<file path="src/rtl/tmds_chan_encoder.sv">
// rtl/tmds_chan_encoder.sv - single-channel DVI TMDS 8b/10b encoder with running disparity
//
// Purpose: converts one pixel component byte (or a 2-bit control code during
// blanking) into a 10-bit TMDS symbol. There are two pipeline stages: the first
// does transition minimisation and the second does DC balancing. With OUT_REG=1
// an optional third register is added in front of the outputs.
//
// Ports:
//   PixelClk  in   1      pixel clock, all flops rising-edge
//   Rst       in   1      asynchronous active-high reset
//   VideoDE   in   1      1 = active pixel, 0 = blanking/control
//   C0, C1    in   1      control bits, used only while VideoDE=0
//   VideoDin  in   8      pixel component byte
//   TMDSDout  out  10     encoded symbol, bit 0 transmitted first
//   DispCnt   out  CNT_W  running disparity (signed), aligned with TMDSDout

module tmds_chan_encoder #(
  parameter int CNT_W   = 5,
  parameter int OUT_REG = 1
) (
  input  logic                    PixelClk,
  input  logic                    Rst,
  input  logic                    VideoDE,
  input  logic                    C0,
  input  logic                    C1,
  input  logic [7:0]              VideoDin,
  output logic [9:0]              TMDSDout,
  output logic signed [CNT_W-1:0] DispCnt
);

  localparam logic signed [CNT_W-1:0] ZERO = '0;
  localparam logic signed [CNT_W-1:0] TWO  = CNT_W'(2);

  function automatic logic [3:0] popcount8(input logic [7:0] v);
    logic [3:0] n;
    n = 4'd0;
    for (int i = 0; i < 8; i++) n = n + {3'b000, v[i]};
    return n;
  endfunction

  // Transition-minimised word. Bit 8 records which path was taken: 1 = XOR, 0 = XNOR.
  function automatic logic [8:0] encode_qm(input logic [7:0] d);
    logic [3:0] n1;
    logic       use_xnor;
    logic [8:0] q;
    n1       = popcount8(d);
    use_xnor = (n1 > 4'd4) || ((n1 == 4'd4) && !d[0]);
    q        = '0;
    q[0]     = d[0];
    for (int i = 1; i < 8; i++)
      q[i] = use_xnor ? ~(q[i-1] ^ d[i]) : (q[i-1] ^ d[i]);
    q[8] = ~use_xnor;
    return q;
  endfunction

  // Stage 1
  logic [8:0] w_qm;
  logic [3:0] w_n1q_d;
  logic       r_de_s1;
  logic [1:0] r_c_s1;
  logic [8:0] r_qm_s1;
  logic [3:0] r_n1q_s1;

  always_comb begin
    w_qm    = encode_qm(VideoDin);
    w_n1q_d = popcount8(w_qm[7:0]);
  end

  // During blanking the data path is forced to zero, so an undefined VideoDin
  // cannot reach the symbol or the counter. The control bits are zeroed during
  // active video.
  always_ff @(posedge PixelClk or posedge Rst) begin
    if (Rst) begin
      r_de_s1  <= 1'b0;
      r_c_s1   <= 2'b00;
      r_qm_s1  <= 9'd0;
      r_n1q_s1 <= 4'd0;
    end else begin
      r_de_s1  <= VideoDE;
      r_c_s1   <= VideoDE ? 2'b00 : {C1, C0};
      r_qm_s1  <= VideoDE ? w_qm : 9'd0;
      r_n1q_s1 <= VideoDE ? w_n1q_d : 4'd0;
    end
  end

  // Stage 2
  logic signed [CNT_W-1:0] w_n1q;
  logic signed [CNT_W-1:0] w_n0q;
  logic signed [CNT_W-1:0] w_bal;
  logic signed [CNT_W-1:0] w_cnt_next;
  logic [9:0]              w_sym;
  logic [9:0]              w_token;
  logic [9:0]              r_sym_s2;
  logic signed [CNT_W-1:0] r_cnt_s2;

  always_comb begin
    case (r_c_s1)
      2'b00:   w_token = 10'h354;
      2'b01:   w_token = 10'h0AB;
      2'b10:   w_token = 10'h154;
      default: w_token = 10'h2AB;
    endcase
  end

  always_comb begin
    w_n1q      = {{(CNT_W-4){1'b0}}, r_n1q_s1};
    w_n0q      = {{(CNT_W-4){1'b0}}, 4'd8 - r_n1q_s1};
    w_bal      = w_n1q - w_n0q;
    w_sym      = w_token;
    w_cnt_next = ZERO;
    if (!r_de_s1) begin
      // Blanking: send the control token and restart the disparity from zero.
      w_sym      = w_token;
      w_cnt_next = ZERO;
    end else if ((r_cnt_s2 == ZERO) || (r_n1q_s1 == 4'd4)) begin
      // Neutral: the choice of inversion is driven by q_m[8] alone.
      w_sym      = {~r_qm_s1[8], r_qm_s1[8], r_qm_s1[8] ? r_qm_s1[7:0] : ~r_qm_s1[7:0]};
      w_cnt_next = r_qm_s1[8] ? (r_cnt_s2 + w_bal) : (r_cnt_s2 - w_bal);
    end else if (((r_cnt_s2 > ZERO) && (w_n1q > w_n0q)) ||
                 ((r_cnt_s2 < ZERO) && (w_n0q > w_n1q))) begin
      // Word would push the disparity further the same way, so invert it.
      w_sym      = {1'b1, r_qm_s1[8], ~r_qm_s1[7:0]};
      w_cnt_next = r_cnt_s2 + (r_qm_s1[8] ? TWO : ZERO) - w_bal;
    end else begin
      w_sym      = {1'b0, r_qm_s1[8], r_qm_s1[7:0]};
      w_cnt_next = r_cnt_s2 + w_bal - (r_qm_s1[8] ? ZERO : TWO);
    end
  end

  always_ff @(posedge PixelClk or posedge Rst) begin
    if (Rst) begin
      r_sym_s2 <= 10'h354;
      r_cnt_s2 <= ZERO;
    end else begin
      r_sym_s2 <= w_sym;
      r_cnt_s2 <= w_cnt_next;
    end
  end

  // Optional output register; DispCnt is delayed together with the symbol.
  generate
    if (OUT_REG != 0) begin : g_out_reg
      logic [9:0]              r_sym_s3;
      logic signed [CNT_W-1:0] r_cnt_s3;
      always_ff @(posedge PixelClk or posedge Rst) begin
        if (Rst) begin
          r_sym_s3 <= 10'h354;
          r_cnt_s3 <= ZERO;
        end else begin
          r_sym_s3 <= r_sym_s2;
          r_cnt_s3 <= r_cnt_s2;
        end
      end
      assign TMDSDout = r_sym_s3;
      assign DispCnt  = r_cnt_s3;
    end else begin : g_no_out_reg
      assign TMDSDout = r_sym_s2;
      assign DispCnt  = r_cnt_s2;
    end
  endgenerate

endmodule

</file>
<file path="config.mk">
export PLATFORM = sky130hd
export DESIGN_NAME = tmds_chan_encoder
export DESIGN_NICKNAME = d
export VERILOG_FILES = /design/src/rtl/tmds_chan_encoder.sv
export SDC_FILE = /design/constraint.sdc
export NUM_CORES = 1
export LEC_CHECK = 0
export ABC_AREA = 1
export ABC_CLOCK_PERIOD_IN_PS = 3700
export CORE_MARGIN = 2
export CORE_UTILIZATION = 41
export CTS_CLUSTER_SIZE = 8
export DETAILED_ROUTE_END_ITERATION = 8
export PLACE_DENSITY = 0.58
export SYNTH_ARGS = -nofsm -noshare
export SYNTH_HDL_FRONTEND = slang
export SYNTH_SLANG_ARGS = --single-unit
export TNS_END_PERCENT = 10
</file>
<file path="constraint.sdc">
create_clock -name PixelClk -period 3.7 [get_ports PixelClk]
set_clock_uncertainty 0.1 [all_clocks]
set_input_delay 0.74 -clock PixelClk [delete_from_list [all_inputs] [get_ports PixelClk]]
set_output_delay 0.74 -clock PixelClk [all_outputs]
set_load 0.005 [all_outputs]
</file>
After elaboration in Yosys (flattened, before gate mapping):

Index checks and enable logic that the tools add are counted.

* flip-flop bits (word level): 46
* input port bits: 13
* output and inout port bits: 15
* logic and storage cells: 85

* $add $sub $neg: 21
* $lt $le $gt $ge: 5
* eq/ne operators: 4
* multiplexer cells: 21
* bitwise operators: 17
* reduce and logical (&&, ||, !) cells: 9

Operators with widths (count)
* adder 4 x 1 -> 4 bit: 8
* two-way mux 10 bit: 3
* one-hot mux 10 bit (3 select lines): 1
* two-way mux 5 bit: 4
* subtractor 5 bit: 2
* two-way mux 9 bit: 1
* NOT 1 bit: 9
* adder 3 x 1 -> 4 bit: 2
* == test 4 x 3 -> 1 bit, second input constant: 2
* greater-than comparator 4 bit: 2
* two-way mux 8 bit: 1
* NOT 8 bit: 1
* two-way mux 1 bit: 7
* XOR 1 bit: 7
* adder 2 x 1 -> 3 bit: 2
* two-way mux 2 bit: 3
* adder 5 x 3 -> 5 bit: 1
* adder 5 bit: 1
* greater-than comparator 5 x 1 -> 1 bit, second input constant: 1
* zero test 5 bit: 1
* < comparator 5 x 1 -> 1 bit, second input constant: 1
* subtractor 4 x 4 -> 5 bit: 1
* subtractor 5 x 3 -> 5 bit: 1
* adder 1 x 1 -> 2 bit: 2
* 9 further kinds: 13

Depth between registers and ports, before layout:

Gate-level depths: netlist of run 1.

* depth after elaboration: 31
* mapped depth: 23
* gate-level depth less buffers: 23

Worst setup path after synthesis of run 1:

OpenSTA, ideal clock, no wires.

* path type: input to register
* from: input port VideoDin[3]
* to: register r_n1q_s1[2]
* setup time: 0.123 ns
* arrival: 5.787 ns
* slack: -2.310 ns
* cell stages on the path: 21
* buffers on the path: 0
* cell sequence: inv_1 > fa_1 > fa_1 > fa_1 > inv_1 > ha_1 > fa_1 > nor2_1 > nand2_1 > nand2_1 > o21ai_2 > xor2_1 > fa_1 > fa_1 > inv_1 > fa_1 > ha_1 > inv_1 > fa_1 > o21ai_0 > a21oi_1

* cells in the longest elaborated chain, start to end: 29

RTL lines
* start: declaration: line 26 `input logic [7:0] VideoDin,`
* parallel branches: the longest is 27 deep, another holds adder 3 x 1 -> 4 bit
* adder 4 x 1 -> 4 bit *: line 37 `for (int i = 0; i < 8; i++) n = n + {3'b000, v[i]};`
* two-way mux 4 bit *: line 82 `r_n1q_s1 <= VideoDE ? w_n1q_d : 4'd0;`
* end signal: assignment: line 82
* end: declaration: line 62 `logic [3:0] r_n1q_s1;`

Mark *: on every way between the ends.

Worst setup path after layout of run 1:

* from: input port VideoDin[0]
* to: register r_n1q_s1[1]

* cells in the longest elaborated chain, start to end: 31

RTL lines (line)
* parallel branches: the longest is 29 deep, another holds adder 3 x 1 -> 4 bit
* adder 4 x 1 -> 4 bit *: 37
* two-way mux 4 bit *: 82

Marks and branches as above.

==> results.cfg, run 1 <==
[setup_path]
end_kind = register
cp_common_cell = fa_1
cp_slowest_stage_delay_ps = 540
r2r-start = r_n1q_s1[1]
cp_data_arrival_time_ps = 5740
cp_max_fo = 4
startpoint_type = input port
cp.required_ps = 3780
cp_cell_sequence = buf_8 -> inv_4 -> fa_1 -> fa_1 -> fa_1 -> inv_1 -> ha_2 -> fa_2 -> nor2_1 -> nand2_1 -> nand2_2 -> o21ai_4 -> xor2_2 -> fa_1 -> fa_1 -> inv_1 -> fa_1 -> ha_4 -> inv_2 -> fa_2 -> nor2_1
crit_type = in2reg
startpoint = VideoDin[0]
r2r_cells = 21
critPathSlowestCell = fa_1

[cells_and_area]
drive_gt1_share_pct = 25.1
nets = 436
num_antenna_cells = 0
syn_to_final_growth_pct = 23.9
final_cell_area_um2 = 3750

[logic_synthesis]
netlist_instances = 329
yosysTopAreaCellShare_pct = 29.8
synth_top_area_cell = dfrtp_1
syn-cell-area_um2 = 3020
ys_warn_count = 0
seq_area_frac_synth_pct = 38.5
ys_ff_latch = 46
yosysUniqueCellTypes = 31
synthFlopType = dfrtp_1
yosysMostFrequentCell = inv_1
synth-edff-count = 0
avgSynthCellArea_um2 = 9.19
ys_top_cells_by_area = dfrtp_1 30%, ha_1 11%, dfstp_2 8.7%
synthesis.nets = 380
synthTopCellsByCount = 62 x inv_1, 56 x nand2_1, 36 x dfrtp_1
synthArstFlopShare_pct = 100

[floorplan]
ios = 28
dieWidth_um = 89.9
rows = 31
core_um2 = 7210
die_h_um = 89.9
start_util_pct = 41.9
design.die.area_um2 = 8080

[global_route]
grt_overflow = 0
grt_pass1_vias = 2163
antenna_found_initial = 0
grt_max_degree = 28
busiest_layer = met2
grt_first_pass_wirelength_mm = 9.56
grt_use_met1_pct = 18.5
grt_use_met2_pct = 25.3
globalRouteMet3Util_pct = 3.35
track_usage_pct = 14.5

[min_path]
hold-path-cell-count = 0
worstHoldStart = r_sym_s2[0]
hold_path_class = reg2reg

[timing]
maxSlewViolCount = 0
hold_viol_final = 0
hold_ws_ps = 253
finalSetupViolations = 6
setup_ws_ps = -1960
period_needed_ps = 5660
min_period_over_period_pct = 153
fmax_ghz = 0.177
tightestPinTransition_ps = 714
max_slew_margin_pct = 52.3
rsz0062_at_grt = true

[placed_design]
port_buffers = 27
placed_area_um2 = 3570
gp_congestion = 0.848
dp_hpwl_mm = 4.40

[cts]
cts_hold_buf = 0
cts_tree = done
numCtsBuffers = 5
clock_latency_ps = 290
path_clk_slew_ps = 80
cts_max_path_buffers = 2
h-tree-depth = 2
cts_sinks = 46
root_buffer = clkbuf_8

[job]
cap_viol_max_count = 0

[detailed_routing]
antenna_left = 0
wire_per_inst_um = 10.9
via_count = 2178
viasPerCell = 4.49
dr.first_iter.drc_count = 67
wl_mm = 5.29
first_pass_iters = 4
drc_errors = 0

[outcome]
status = finished, violations left
violations = setup timing
## cells by family (layout without fill, tap and decap cells)
group / count (synthesis) / in the layout / synth area share [%]
AOI/OAI and AO/OA: 38 / 38 / 7.70
DFF: 46 / 46 / 38.5
buffers and inverters: 73 / 130 / 10.1
xor gates and xnor gates: 15 / 15 / 5.71
and+or+nand+nor: 119 / 119 / 19.3
adders and majority gates: 38 / 38 / 18.7
## final timing paths
kind / to / slack (ps)
setup reg to reg: r_cnt_s2[4] / 350
hold / removal: TMDSDout[0] / 250
min in group asynchronous: DispCnt[0] / 650
hold reg to reg: TMDSDout[0] / 250
setup / recovery: r_n1q_s1[1] / -1960
max in group asynchronous: r_sym_s2[8] / 2110
## through the flow
step           setup TNS [ps]  setup slack [ps]  util [%]  cells
2_1_floorplan           -8590             -2240         -    329
3_3_place_gp           -14040             -2790      49.5    474
3_5_place_dp           -14590             -2870      49.5    474
4_1_cts                 -7500             -1970      51.5    485
5_1_grt                 -8570             -2150      51.9    485
6_report                -7380             -1960      51.9    485
## timing repair
| action | CTS | global route |
|---|---|---|
| hold endpoints to repair | 0 | 0 |
| pin swaps | 7 | 2 |
| resized for setup | 20 | 6 |
| gates cloned | 0 | 0 |
| setup buffers | 3 | 0 |
| endpoints found under the setup margin | 9 | 8 |
## cell type report
type / count / area [µm²]
clock buffer: 6 / 72.6
clock inverter: 2 / 37.5
fill: 688 / 3470
inverter: 70 / 269
multi-input combinational: 210 / 1620
sequential: 46 / 1160
tap: 99 / 124
timing repair buffer: 52 / 465
## routing by layer
layer,vias up,wire length (µm)
met1,1024,2470
met5,-,0
met3,6,182
li1,1114,-
met4,0,57
met2,34,2580
## cell usage in the layout (no fill, tap or decap), types with 10 or more instances in the layout
cell,instances
buf_4,25
clkdlybuf4s50_1,24
dfrtp_1,36
dfstp_2,10
fa_1,10
ha_1,24
inv_1,56
inv_2,10
nand2_1,55
nand3_1,22
nor2_1,20
o21ai_1,11
## flip-flops by register name (all words and copies together) (netlist names)
register / flops
r_c_s1: 2
r_qm_s1: 9
r_cnt_s2: 5
r_de_s1: 1
TMDSDout: 10
DispCnt: 5
r_n1q_s1: 4
r_sym_s2: 10
## worst max-delay path: cells and delay by family
kind            cells  cell delay, ps
xor+xnor            1             200
buf+inv             5             230
compound gates      1             100
fa+ha+maj          10            4260
simple gates        4             200
Power of run 1 is left out: the tool's default activity adds up to more than one toggle a clock period on the data nets, which glitch-free logic cannot reach.
==> run 2: changes to the inputs <==
--- a/config.mk
+++ b/config.mk
@@ -9,7 +9,6 @@
 export ABC_CLOCK_PERIOD_IN_PS = 3700
 export CORE_MARGIN = 2
 export CORE_UTILIZATION = 41
-export CTS_CLUSTER_SIZE = 8
 export DETAILED_ROUTE_END_ITERATION = 8
 export PLACE_DENSITY = 0.58
 export SYNTH_ARGS = -nofsm -noshare
==> results of run 2 <==
Final layout, timing and power as in run 1 (identical DEF).
Power of run 2 is left out for the same reason.
